--- config.mk ---
export PLATFORM = sky130hd
export DESIGN_NAME = event_counter_bank_flat
export DESIGN_NICKNAME = d
export VERILOG_FILES = /design/src/rtl/event_counter_bank_if.sv /design/src/rtl/event_counter_bank.sv /design/src/flat_wrapper.sv
export SDC_FILE = /design/constraint.sdc
export NUM_CORES = 1
export LEC_CHECK = 0
export BUFFER_PORTS_ARGS = -buffer_cell sky130_fd_sc_hd__buf_2
export CORE_UTILIZATION = 30
export DETAILED_ROUTE_END_ITERATION = 8
export PLACE_DENSITY = 0.52
export SYNTH_ARGS = -nofsm -noshare
export SYNTH_HDL_FRONTEND = slang
export SYNTH_SLANG_ARGS = --single-unit
--- constraint.sdc ---
create_clock -name clk -period 3.62 [get_ports clk]
set_clock_uncertainty 0.05 [all_clocks]
set_input_delay 0.724 -clock clk [delete_from_list [all_inputs] [get_ports clk]]
set_output_delay 0.724 -clock clk [all_outputs]
set_load 0.02 [all_outputs]
--- src/rtl/event_counter_bank_if.sv ---
// event_counter_bank_if: snapshot valid/ready port of the event counter bank
interface event_counter_bank_if #(
  parameter int CHANNELS = 4,
  parameter int WIDTH    = 8
);
  logic                      snap_req;
  logic                      snap_ready;
  logic                      snap_valid;
  logic                      snap_drop;
  logic [CHANNELS*WIDTH-1:0] snap_data;
  modport master (output snap_req, snap_ready, input snap_valid, snap_data, snap_drop);
  modport slave  (input snap_req, snap_ready, output snap_valid, snap_data, snap_drop);
endinterface

--- src/rtl/event_counter_bank.sv ---
// event_counter_bank: per-channel event counters with warm-up gating, wrap/saturate overflow and atomic snapshot
module event_counter_bank #(
  parameter int WIDTH    = 8,
  parameter int CHANNELS = 4,
  parameter int WARMUP   = 4,
  parameter int SATURATE = 0
) (
  input  logic                      clk,
  input  logic                      reset,
  input  logic [CHANNELS-1:0]       en_i,
  input  logic [CHANNELS-1:0]       clr_i,
  output logic [CHANNELS*WIDTH-1:0] count_o,
  output logic [CHANNELS-1:0]       ovf_o,
  output logic                      armed_o,
  event_counter_bank_if.slave       snap
);
  typedef enum logic {WAIT, RUN} warm_t;
  typedef enum logic {IDLE, HOLD} snap_t;
  localparam logic [WIDTH-1:0] MAX  = '1;
  localparam logic [WIDTH-1:0] ONE  = WIDTH'(1);
  localparam logic [8:0]       WARM = 9'(WARMUP);
  warm_t                      warm_q, warm_d;
  snap_t                      snap_q, snap_d;
  logic [7:0]                 wcnt_q, wcnt_d;
  logic [CHANNELS*WIDTH-1:0]  count_q, count_d, data_q, data_d;
  logic [CHANNELS-1:0]        ovf_q, ovf_d;
  logic                       drop_q, drop_d;
  // state registers; reset aborts warm-up, counting and any pending snapshot
  always_ff @(posedge clk) begin
    if (reset) begin
      warm_q  <= WAIT;
      snap_q  <= IDLE;
      wcnt_q  <= '0;
      count_q <= '0;
      ovf_q   <= '0;
      data_q  <= '0;
      drop_q  <= 1'b0;
    end else begin
      warm_q  <= warm_d;
      snap_q  <= snap_d;
      wcnt_q  <= wcnt_d;
      count_q <= count_d;
      ovf_q   <= ovf_d;
      data_q  <= data_d;
      drop_q  <= drop_d;
    end
  end
  // next-state for warm-up and snapshot FSMs; RUN is entered on the WARMUP-th edge (first edge when WARMUP=0)
  always_comb begin
    wcnt_d = (warm_q == WAIT) ? wcnt_q + 8'd1 : wcnt_q;
    warm_d = (warm_q == RUN || {1'b0, wcnt_q} + 9'd1 >= WARM) ? RUN : WAIT;
    snap_d = (snap_q == IDLE) ? (snap.snap_req ? HOLD : IDLE)
                              : ((snap.snap_ready && !snap.snap_req) ? IDLE : HOLD);
    data_d = (snap.snap_req && (snap_q == IDLE || snap.snap_ready)) ? count_q : data_q;
    drop_d = snap_q == HOLD && snap.snap_req && !snap.snap_ready;
  end
  // channel update: clear beats count; overflow pulses in wrap mode, sticks in saturate mode
  always_comb begin
    count_d = count_q;
    ovf_d   = (SATURATE != 0) ? ovf_q : '0;
    for (int i = 0; i < CHANNELS; i++) begin
      if (clr_i[i]) begin
        count_d[i*WIDTH +: WIDTH] = '0;
        ovf_d[i]                  = 1'b0;
      end else if (armed_o && en_i[i]) begin
        if (count_q[i*WIDTH +: WIDTH] != MAX) begin
          count_d[i*WIDTH +: WIDTH] = count_q[i*WIDTH +: WIDTH] + ONE;
        end else begin
          count_d[i*WIDTH +: WIDTH] = (SATURATE != 0) ? MAX : '0;
          ovf_d[i]                  = 1'b1;
        end
      end
    end
  end
  // outputs come straight from registers
  always_comb begin
    armed_o         = warm_q == RUN;
    count_o         = count_q;
    ovf_o           = ovf_q;
    snap.snap_valid = snap_q == HOLD;
    snap.snap_data  = data_q;
    snap.snap_drop  = drop_q;
  end
endmodule

--- src/flat_wrapper.sv ---
// flat-port wrapper written by rule: the top's interface ports become plain ports
module event_counter_bank_flat 
#(
  parameter int WIDTH    = 8,
  parameter int CHANNELS = 4,
  parameter int WARMUP   = 4,
  parameter int SATURATE = 0
)
  (clk, reset, en_i, clr_i, count_o, ovf_o, armed_o, snap_snap_req, snap_snap_ready, snap_snap_valid, snap_snap_data, snap_snap_drop);
  event_counter_bank_if #(.CHANNELS(CHANNELS), .WIDTH(WIDTH)) snap_i ();
  input  logic clk;
  input  logic reset;
  input  logic [CHANNELS-1:0] en_i;
  input  logic [CHANNELS-1:0] clr_i;
  output logic [CHANNELS*WIDTH-1:0] count_o;
  output logic [CHANNELS-1:0] ovf_o;
  output logic armed_o;
  input wire logic [$bits(snap_i.snap_req)-1:0] snap_snap_req;
  input wire logic [$bits(snap_i.snap_ready)-1:0] snap_snap_ready;
  output wire logic [$bits(snap_i.snap_valid)-1:0] snap_snap_valid;
  output wire logic [$bits(snap_i.snap_data)-1:0] snap_snap_data;
  output wire logic [$bits(snap_i.snap_drop)-1:0] snap_snap_drop;
  assign snap_i.snap_req = snap_snap_req;
  assign snap_i.snap_ready = snap_snap_ready;
  assign snap_snap_valid = snap_i.snap_valid;
  assign snap_snap_data = snap_i.snap_data;
  assign snap_snap_drop = snap_i.snap_drop;
  event_counter_bank #(.WIDTH(WIDTH), .CHANNELS(CHANNELS), .WARMUP(WARMUP), .SATURATE(SATURATE)) u_core (.clk(clk), .reset(reset), .en_i(en_i), .clr_i(clr_i), .count_o(count_o), .ovf_o(ovf_o), .armed_o(armed_o), .snap(snap_i));
endmodule
Yosys cells after proc, flatten, opt, wreduce, memory -nomap -nowiden:

Cells that the tools add are included.

* add/subtract/negate cells: 6
* magnitude comparators: 1
* eq/ne operators: 4
* multiplexer cells: 12
* bitwise gates (word level): 5
* reductions and logical operators: 20

Operators by type and width (number)
* adder 8 x 1 -> 8 bit, second input constant: 5
* 2-to-1 mux 8 bit: 4
* != test 8 bit, second input constant: 4
* OR reduction 3 bit: 4
* adder 8 x 1 -> 9 bit, second input constant: 1
* >= comparator 9 x 3 -> 1 bit, second input constant: 1
* logical AND 1 bit: 8
* 2-to-1 mux 1 bit: 8
* OR reduction 2 bit: 4
* inverter 1 bit: 5
* zero test 1 bit: 2
* logical OR 1 bit: 2

* register bits: 79
* output and inout port bits: 71
* word-level logic and storage cells: 61

Logic depth before layout (Yosys ltp):

Gate-level depths: netlist (run 1).

* depth after elaboration: 4
* mapped depth: 6
* mapped depth without buffers: 5

Worst setup path before layout (run 1):

No wires, ideal clock.

* kind: input -> register
* start point: input en_i[3]
* end point: register u_core.count_q[24] (netlist: u_core.count_o[24])
* setup time: 0.064 ns
* arrival time: 1.507 ns
* required time: 3.506 ns
* setup slack: 1.998 ns
* stages: 4
* buffers on the path: 1
* path through: and3_1 buf_2 a311o_1 nor2_1

* word-level cells in the longest chain between the ends: 1

RTL lines
* start, declared: line flat_wrapper.sv:13 `input logic [CHANNELS-1:0] en_i;`
* logical AND 1 bit: line event_counter_bank.sv:65 `end else if (armed_o && en_i[i]) begin`
* end signal, assigned: line event_counter_bank.sv:42 `count_q <= count_d;`
* end, declared: line event_counter_bank.sv:25 `logic [CHANNELS*WIDTH-1:0] count_q, count_d, data_q, data_d;`

No other way between the ends.
A chain may end at the register's enable or synchronous reset.

Final worst setup path (run 1):

* start point: register u_core.warm_q (netlist: u_core.armed_o)
* end point: output armed_o

RTL lines
* start, declared: line event_counter_bank.sv:22 `warm_t warm_q, warm_d;`
* start signal, assigned: line event_counter_bank.sv:39 `warm_q <= warm_d;`
* end, declared: line flat_wrapper.sv:17 `output logic armed_o;`

No word-level cell between the ends.

==> impl_metrics.prom, run 1 <==
# TYPE chip_impl_metric gauge
chip_impl_metric{name="slew_headroom",unit="%"} 76.6
chip_impl_metric{name="drt.antenna.violating_nets",unit=""} 0
chip_impl_metric{name="layout-area-overhead-vs-synth",unit="%"} 22.7
chip_impl_metric{name="critical_path_arrival",unit="ns"} 1.08
chip_impl_metric{name="post_synth_inst_count",unit=""} 380
chip_impl_metric{name="core_area",unit="mm^2"} 0.0103
chip_impl_metric{name="mux_share_of_post_synthesis_cell_area",unit="%"} 0.633
chip_impl_metric{name="cellInternalPower",unit="mW"} 1.28
chip_impl_metric{name="worst_path_largest_cell_delay",unit="ns"} 0.51
chip_impl_metric{name="number_of_enable_type_register_cells_in_the_synthesized_netlist",unit=""} 0
chip_impl_metric{name="switching_share",unit="%"} 26.1
chip_impl_metric{name="leakagePower",unit="nW"} 1.60
chip_impl_metric{name="grt_max_degree",unit=""} 34
chip_impl_metric{name="first_global_vias",unit=""} 2539
chip_impl_info{name="timing.hold.worst_endpoint",value="u_core.snap.snap_data[8]"} 1
chip_impl_info{name="path_class",value="reg -> out"} 1
chip_impl_metric{name="insertedDiodeCount",unit=""} 0
chip_impl_metric{name="max-cap-violations",unit=""} 0
chip_impl_metric{name="final-hold-violation-count",unit=""} 0
chip_impl_metric{name="io_buffer_count",unit=""} 82
chip_impl_metric{name="largest_vdd_supply_drop",unit="mV"} 0.194
chip_impl_metric{name="routabilityCongestion",unit=""} 0.738
chip_impl_metric{name="finalMaxSlewViolations",unit=""} 0
chip_impl_metric{name="fraction_of_final_layout_cells_with_drive_strength_greater_than_1",unit="%"} 22.8
chip_impl_metric{name="tritoncts.num_buffers",unit=""} 9
chip_impl_metric{name="globalRoute.totalOverflow",unit=""} 0
chip_impl_metric{name="standard_cell_row_count",unit=""} 37
chip_impl_metric{name="crit_cells",unit=""} 1
chip_impl_metric{name="worst-slew-pin-transition",unit="ns"} 0.352
chip_impl_info{name="run_status",value="complete, no violations"} 1
chip_impl_metric{name="crit_path_max_fanout",unit=""} 10
chip_impl_metric{name="final_design_area_no_fill",unit="mm^2"} 0.00388
chip_impl_metric{name="num-nets-final",unit=""} 473
chip_impl_metric{name="wl_per_cell",unit="um"} 12.0
chip_impl_metric{name="ys_types",unit=""} 33
chip_impl_info{name="synthTopCellsByCount",value="nand2_1 (92), dfxtp_1 (79), a21oi_1 (39), nor2_1 (39), xor2_1 (22)"} 1
chip_impl_metric{name="initial_core_util",unit="%"} 30.8
chip_impl_metric{name="r2r_setup_slack",unit="ns"} 2.05
chip_impl_metric{name="grt_antenna_before_repair",unit=""} 0
chip_impl_metric{name="clock_latency_at_the_later_pin_of_the_worst_skew_pair",unit="ns"} 0.34
chip_impl_info{name="cp-end-kind",value="output pin"} 1
chip_impl_info{name="hold_path_class",value="reg -> reg"} 1
chip_impl_info{name="post-synth-top-area-cell",value="dfxtp_1"} 1
chip_impl_info{name="critical-path-slowest-cell",value="dfxtp_1"} 1
chip_impl_info{name="crit-reg2reg-launch",value="u_core.armed_o"} 1
chip_impl_metric{name="design.die.area",unit="mm^2"} 0.0110
chip_impl_metric{name="timing.hold.worst_path_depth",unit=""} 2
chip_impl_metric{name="yosys.area_share.simple",unit="%"} 27.5
chip_impl_metric{name="power.switching",unit="mW"} 0.454
chip_impl_info{name="synthTopCellsByArea",value="dfxtp_1 (50%), nand2_1 (11%), a21oi_1 (6.2%)"} 1
chip_impl_metric{name="final_min_period_over_clock_period",unit="%"} 51.3
chip_impl_info{name="tritoncts",value="yes"} 1
chip_impl_metric{name="total_power",unit="mW"} 1.74
chip_impl_info{name="synth_most_common_cell",value="nand2_1"} 1
chip_impl_metric{name="post-place-cells",unit=""} 581
chip_impl_info{name="crit_family",value="flip-flops"} 1
chip_impl_metric{name="layout.core_utilization",unit="%"} 37.8
chip_impl_metric{name="cts_repair_resize_count",unit=""} 0
chip_impl_metric{name="timing.fmax",unit="GHz"} 0.538
chip_impl_info{name="setup_repair_after_global_routing_missed_its_margin",value="no"} 1
chip_impl_metric{name="portion_of_total_power_attributed_to_combinational_logic",unit="%"} 9.2
chip_impl_metric{name="via_count",unit=""} 2734
chip_impl_metric{name="cts.htree.levels",unit=""} 3
chip_impl_metric{name="fin_tns_setup",unit="ns"} 0
chip_impl_metric{name="finalSetupViolations",unit=""} 0
chip_impl_metric{name="area_share_of_the_leading_cell_type_in_the_synthesized_netlist",unit="%"} 50.0
chip_impl_metric{name="drt_pre_antenna_iters",unit=""} 4
chip_impl_info{name="synth_top_family_by_area",value="simple AND/OR/NAND/NOR gates"} 1
chip_impl_info{name="min_from",value="u_core.snap.snap_data[8]"} 1
chip_impl_metric{name="detailed_place.area",unit="mm^2"} 0.00368
chip_impl_metric{name="cts.repair_timing.setup_buffer_count",unit=""} 0
chip_impl_metric{name="cp.required",unit="ns"} 2.85
chip_impl_metric{name="routed_wirelength",unit="um"} 7180
chip_impl_metric{name="final-instance-count-excl-fill",unit=""} 597
chip_impl_metric{name="route.detailed.vias_per_inst",unit=""} 4.58
chip_impl_info{name="worst_setup_path_start_kind",value="register"} 1
chip_impl_metric{name="power_frac_seq",unit="%"} 53.1
chip_impl_info{name="crit_chain",value="buf_2"} 1
chip_impl_metric{name="synth_xor_area_share",unit="%"} 8.86
chip_impl_metric{name="yosys.area_share.adder",unit="%"} 1.98
chip_impl_metric{name="place.detailed.hpwl",unit="um"} 5160
chip_impl_metric{name="synthesis.area",unit="mm^2"} 0.00316
chip_impl_metric{name="initial_drt_markers",unit=""} 127
chip_impl_metric{name="cts.reportedPaths.clkPinSlew",unit="ns"} 0.07
chip_impl_metric{name="die_height",unit="um"} 105
chip_impl_metric{name="cts_buffer_depth",unit=""} 2
chip_impl_metric{name="drc",unit=""} 0
chip_impl_metric{name="synth.ff_latch_count",unit=""} 79
chip_impl_metric{name="layout_min_cycle_time",unit="ns"} 1.86
chip_impl_metric{name="clock_power_share",unit="%"} 37.7
chip_impl_metric{name="async_reset_ff_share",unit="%"} 0
chip_impl_metric{name="synthesis.yosys.warnings",unit=""} 0
chip_impl_metric{name="die_width",unit="um"} 105
chip_impl_metric{name="synth_sequential_area_ratio",unit="%"} 50.0
chip_impl_metric{name="synth_compound_gate_area_share",unit="%"} 8.03
chip_impl_metric{name="syn-num-nets",unit=""} 397
chip_impl_info{name="synth_ff_type",value="dfxtp_1"} 1
chip_impl_metric{name="synth_area_per_cell",unit="um^2"} 8.32
chip_impl_info{name="timing.rr.end",value="u_core.count_o[16]"} 1
chip_impl_metric{name="cts_sinks",unit=""} 79
chip_impl_metric{name="critical_path_buf_inv_count",unit=""} 1
chip_impl_metric{name="post_cts_hold_buffer_count",unit=""} 0
chip_impl_metric{name="r2r.worst_path.cells",unit=""} 5
chip_impl_info{name="cts-root-buf",value="clkbuf_8"} 1
chip_impl_metric{name="grt_first_pass_wirelength",unit="um"} 12100
chip_impl_metric{name="pin_count",unit=""} 83
chip_impl_metric{name="pwr_density_cell",unit="mW/mm^2"} 448
chip_impl_metric{name="global_route_usage_over_all_layers",unit="%"} 13.8
==> routing by layer <==
| layer | global-route usage [%] | routed length (um) |
|---|---|---|
| met4 | 4.83 | 79 |
| met3 | 3.74 | 388 |
| met2 | 21.1 | 3170 |
| met5 | 0 | 0 |
| met1 | 18.5 | 3540 |
==> cell type report <==
class	count	area (um^2)
Tap cell	136	170
Multi-Input combinational cell	279	1490
Fill cell	1141	6400
Timing Repair Buffer	86	440
Inverter	1	3.75
Clock buffer	11	141
Clock inverter	5	57.6
Sequential cell	79	1580
==> sequential cells by signal (all words and copies together), names as in the netlist <==
register,count
u_core.count_o,32
u_core.armed_o,1
u_core.snap.snap_data,32
u_core.wcnt_q,8
u_core.ovf_o,4
u_core.snap.snap_valid,1
u_core.snap.snap_drop,1
==> power by group through the flow <==
stage	clock network [mW]	registers, mW	logic, mW
5_1_grt	0.718	0.930	0.180
2_1_floorplan	0	0.941	0.120
3_3_place_gp	0	0.944	0.162
3_5_place_dp	0	0.945	0.163
6_report	0.656	0.924	0.160
4_1_cts	0.683	0.924	0.163
==> kinds of logic after synthesis <==
kind of cell | Yosys count
compound gates | 48
xor+xnor | 32
fa+ha+maj | 5
buf+inv | 22
flops | 79
mux | 2
simple gates | 192
==> worst max-delay path by stage <==
stage	start	endpoint	slack, ns
finish	u_core.armed_o	armed_o	1.76
global route	u_core.armed_o	armed_o	1.68
CTS	u_core.armed_o	armed_o	1.72
detailed placement	reset	u_core.count_o[11]	1.78
global placement	reset	u_core.count_o[13]	1.78
floorplan	en_i[3]	u_core.count_o[24]	2.00
==> layout by cell type (no fill, tap or decap), types with 2 or more instances in the layout <==
cell type / n
a21oi_1: 39
and2_1: 2
and3_1: 6
and3_4: 2
and4_1: 6
buf_2: 82
buf_4: 4
clkbuf_8: 10
clkinvlp_4: 3
dfxtp_1: 79
ha_1: 5
mux2i_1: 2
nand2_1: 92
nand2b_1: 4
nand3_1: 14
nand4_1: 8
nor2_1: 39
nor3_1: 12
o211ai_1: 2
o21ai_0: 4
or2_2: 2
xnor2_1: 10
xor2_1: 22
==> metrics by stage <==
step / hold slack [ns] / setup slack, ns
6_report: 0.404 / 1.76
4_1_cts: 0.406 / 1.72
3_5_place_dp: 0.395 / 1.78
2_1_floorplan: 0.435 / 2.00
3_3_place_gp: 0.390 / 1.78
5_1_grt: 0.420 / 1.68
(Power assumes the default switching activity.)
==> run 2, diff against run 1 <==
--- a/config.mk
+++ b/config.mk
@@ -5,10 +5,11 @@
 export SDC_FILE = /design/constraint.sdc
 export NUM_CORES = 1
 export LEC_CHECK = 0
+export ABC_AREA = 1
 export BUFFER_PORTS_ARGS = -buffer_cell sky130_fd_sc_hd__buf_2
 export CORE_UTILIZATION = 30
 export DETAILED_ROUTE_END_ITERATION = 8
-export PLACE_DENSITY = 0.52
+export PLACE_DENSITY = 0.54
 export SYNTH_ARGS = -nofsm -noshare
 export SYNTH_HDL_FRONTEND = slang
 export SYNTH_SLANG_ARGS = --single-unit
==> constraint.sdc (replaced) <==
create_clock -name clk -period 1.6 [get_ports clk]
set_clock_uncertainty 0.05 [all_clocks]
set_input_delay 0.32 -clock clk [delete_from_list [all_inputs] [get_ports clk]]
set_output_delay 0.32 -clock clk [all_outputs]
set_load 0.02 [all_outputs]
==> run 2 against run 1 <==
Via count rose by 9.9%. Power rose by 140%. Sequential share of layout area fell by 1.9 points. Non-clock buffer count rose by 12. Die area rose by 1.5%. Worst setup slack got worse by 1.6 ns. Final cell count rose by 13%. Global-route usage rose by 0.89 points. Sequential cell count did not move. First-iteration DRC count fell by 20%. Critical endpoint is now count_o[10]. Highest routed layer unchanged.
==> impl_metrics.prom, run 2 <==
# TYPE chip_impl_metric gauge
chip_impl_metric{name="route.met2.wl",unit="um"} 3470
chip_impl_metric{name="standard_cell_row_count",unit=""} 37
chip_impl_metric{name="cts.htree.levels",unit=""} 3
chip_impl_info{name="mostFrequentLayoutCell",value="nor2_1"} 1
chip_impl_metric{name="crit_path_max_fanout",unit=""} 7
chip_impl_info{name="synthTopCellsByArea",value="dfxtp_1 (49%), nor2_1 (9.9%), nand2_1 (8.5%)"} 1
chip_impl_metric{name="place.detailed.hpwl",unit="um"} 5840
chip_impl_info{name="synth_most_common_cell",value="nor2_1"} 1
chip_impl_metric{name="cts_sinks",unit=""} 79
chip_impl_metric{name="fillerInstances",unit=""} 1117
chip_impl_metric{name="routed_wirelength",unit="um"} 7820
chip_impl_info{name="post-synth-top-area-cell",value="dfxtp_1"} 1
chip_impl_metric{name="async_reset_ff_share",unit="%"} 0
chip_impl_info{name="crit_chain",value="buf_2"} 1
chip_impl_metric{name="pwr_density_cell",unit="mW/mm^2"} 1030
chip_impl_info{name="cts-root-buf",value="clkbuf_8"} 1
chip_impl_metric{name="via_count",unit=""} 3006
chip_impl_info{name="final_cell_mix",value="nor2_1 (85), buf_2 (82), dfxtp_1 (79), nand2_1 (72), inv_1 (53)"} 1
chip_impl_metric{name="critical_path_buf_inv_count",unit=""} 1
chip_impl_metric{name="drc",unit=""} 0
chip_impl_info{name="crit_family",value="flip-flops"} 1
chip_impl_metric{name="grt_max_degree",unit=""} 38
chip_impl_metric{name="globalRoute.totalOverflow",unit=""} 0
chip_impl_metric{name="syn-num-nets",unit=""} 451
chip_impl_metric{name="initial_core_util",unit="%"} 31.0
chip_impl_metric{name="fin_tns_setup",unit="ns"} 0
chip_impl_metric{name="synth.ff_latch_count",unit=""} 79
chip_impl_metric{name="synthesis.area",unit="mm^2"} 0.00321
chip_impl_metric{name="first_global_vias",unit=""} 2734
chip_impl_metric{name="grt_first_pass_wirelength",unit="um"} 12900
chip_impl_metric{name="post_synth_inst_count",unit=""} 434
chip_impl_metric{name="insertedDiodeCount",unit=""} 0
chip_impl_metric{name="post-place-cells",unit=""} 657
chip_impl_metric{name="largest_vdd_supply_drop",unit="mV"} 0.470
chip_impl_info{name="synthTopCellsByCount",value="nor2_1 (85), dfxtp_1 (79), nand2_1 (73)"} 1
chip_impl_metric{name="slew_headroom",unit="%"} 76.5
chip_impl_info{name="maxUsedRoutingLayer",value="met4"} 1
chip_impl_metric{name="grt_antenna_before_repair",unit=""} 0
chip_impl_metric{name="cp.required",unit="ns"} 1.23
chip_impl_metric{name="area_share_of_the_leading_cell_type_in_the_synthesized_netlist",unit="%"} 49.3
chip_impl_metric{name="synth_area_per_cell",unit="um^2"} 7.40
chip_impl_info{name="run_status",value="complete, no violations"} 1
chip_impl_metric{name="tritoncts.num_buffers",unit=""} 9
chip_impl_metric{name="pin_count",unit=""} 83
chip_impl_info{name="tritoncts",value="yes"} 1
chip_impl_metric{name="layout-area-overhead-vs-synth",unit="%"} 26.7
chip_impl_metric{name="worst_path_largest_cell_delay",unit="ns"} 0.48
chip_impl_metric{name="final-hold-violation-count",unit=""} 0
chip_impl_metric{name="wl_met3",unit="um"} 322
chip_impl_metric{name="drt_pre_antenna_iters",unit=""} 6
chip_impl_metric{name="layout_min_cycle_time",unit="ns"} 1.41
chip_impl_metric{name="final-instance-count-excl-fill",unit=""} 672
chip_impl_info{name="synth_ff_type",value="dfxtp_1"} 1
chip_impl_info{name="cp-end-kind",value="output pin"} 1
chip_impl_metric{name="die_width",unit="um"} 105
chip_impl_info{name="worstSetupStartpoint",value="u_core.count_o[10]"} 1
chip_impl_info{name="crit-reg2reg-launch",value="u_core.count_o[0]"} 1
chip_impl_metric{name="wl_per_cell",unit="um"} 11.6
chip_impl_metric{name="clock_latency_at_the_later_pin_of_the_worst_skew_pair",unit="ns"} 0.35
chip_impl_metric{name="num-nets-final",unit=""} 549
chip_impl_info{name="hold_path_class",value="in -> reg"} 1
chip_impl_metric{name="post_cts_hold_buffer_count",unit=""} 0
chip_impl_info{name="worst_setup_path_start_kind",value="register"} 1
chip_impl_metric{name="timing.final.ws_setup",unit="ns"} 0.187
chip_impl_metric{name="finalSetupViolations",unit=""} 0
chip_impl_metric{name="ys_types",unit=""} 24
chip_impl_info{name="min_from",value="snap_snap_req"} 1
chip_impl_metric{name="die_height",unit="um"} 105
chip_impl_metric{name="io_buffer_count",unit=""} 82
chip_impl_info{name="setup_repair_after_global_routing_missed_its_margin",value="no"} 1
chip_impl_metric{name="metal_1_wl",unit="um"} 3920
chip_impl_metric{name="max-cap-violations",unit=""} 0
chip_impl_metric{name="cts.repair_timing.setup_buffer_count",unit=""} 0
chip_impl_metric{name="worst-slew-pin-transition",unit="ns"} 0.352
chip_impl_metric{name="synthesis.yosys.warnings",unit=""} 0
chip_impl_metric{name="fraction_of_final_layout_cells_with_drive_strength_greater_than_1",unit="%"} 22.0
chip_impl_metric{name="core_area",unit="mm^2"} 0.0104
chip_impl_metric{name="route.detailed.vias_per_inst",unit=""} 4.47
chip_impl_metric{name="timing.fmax",unit="GHz"} 0.708
chip_impl_metric{name="initial_drt_markers",unit=""} 101
chip_impl_metric{name="routabilityCongestion",unit=""} 0.810
chip_impl_metric{name="global_route_usage_over_all_layers",unit="%"} 14.7
chip_impl_metric{name="cts_buffer_depth",unit=""} 2
chip_impl_info{name="critical-path-slowest-cell",value="dfxtp_1"} 1
chip_impl_metric{name="design.die.area",unit="mm^2"} 0.0111
chip_impl_metric{name="number_of_enable_type_register_cells_in_the_synthesized_netlist",unit=""} 0
chip_impl_metric{name="synth_sequential_area_ratio",unit="%"} 49.3
chip_impl_metric{name="cts.reportedPaths.clkPinSlew",unit="ns"} 0.08
chip_impl_info{name="path_class",value="reg -> out"} 1
chip_impl_metric{name="critical_path_arrival",unit="ns"} 1.04
chip_impl_metric{name="final_min_period_over_clock_period",unit="%"} 88.3
chip_impl_metric{name="drt.antenna.violating_nets",unit=""} 0
chip_impl_metric{name="finalMaxSlewViolations",unit=""} 0
chip_impl_metric{name="post_placement_setup_slack",unit="ns"} 0.134
chip_impl_metric{name="leakagePower",unit="nW"} 1.90
[run 2: logic make-up after synthesis]
group	share of synthesized area (%)
compound gates	13.4
buf+inv	7.87
xor+xnor	3.00
simple gates	24.6
flops	49.3
fa+ha+maj	1.95
[run 2: layout make-up]
class | instances | area (um^2) | area share (%)
Timing Repair Buffer | 98 | 531 | 13.0
Clock inverter | 6 | 70.1 | 1.72
Tap cell | 136 | 170 | 4.18
Sequential cell | 79 | 1580 | 38.9
Inverter | 54 | 203 | 4.98
Multi-Input combinational cell | 290 | 1390 | 34.1
Clock buffer | 9 | 124 | 3.05
[run 2: routing by layer]
metal	global-route usage, %	up-vias
li1	-	1579
met1	19.6	1353
met2	23.2	64
met3	3.15	10
met4	5.23	0
met5	0	-
[run 2: power breakdown]
group          internal [mW]  total [mW]  switching (mW)
logic                  0.192       0.543           0.352
clock network          0.720        1.49           0.772
registers               2.06        2.13          0.0713
total                   2.98        4.17            1.20
[run 2: repair_timing]
item | 4_1_cts | 5_1_grt
resized for setup | 0 | 3
endpoints found under the hold margin | 0 | 0
setup endpoints to repair | 0 | 8
[run 2: path summary, 6_finish.rpt]
| path | slack, ns | cells past startpoint | endpoint |
|---|---|---|---|
| max | 0.19 | 1 | count_o[10] |
| min | 0.18 | 3 | u_core.snap.snap_drop |
| max reg2reg | 0.19 | 6 | u_core.count_o[5] |
| min reg2reg | 0.43 | 2 | u_core.snap.snap_data[17] |
[run 2: through the flow]
stage	power, mW	hold slack (ns)	util (%)	cell area, um^2
floorplan	2.53	0.409	-	3210
global placement	2.73	0.414	37.2	3860
detailed placement	2.73	0.422	37.2	3860
CTS	4.22	0.172	39.1	4060
global route	4.40	0.179	39.2	4070
finish	4.17	0.181	39.2	4070
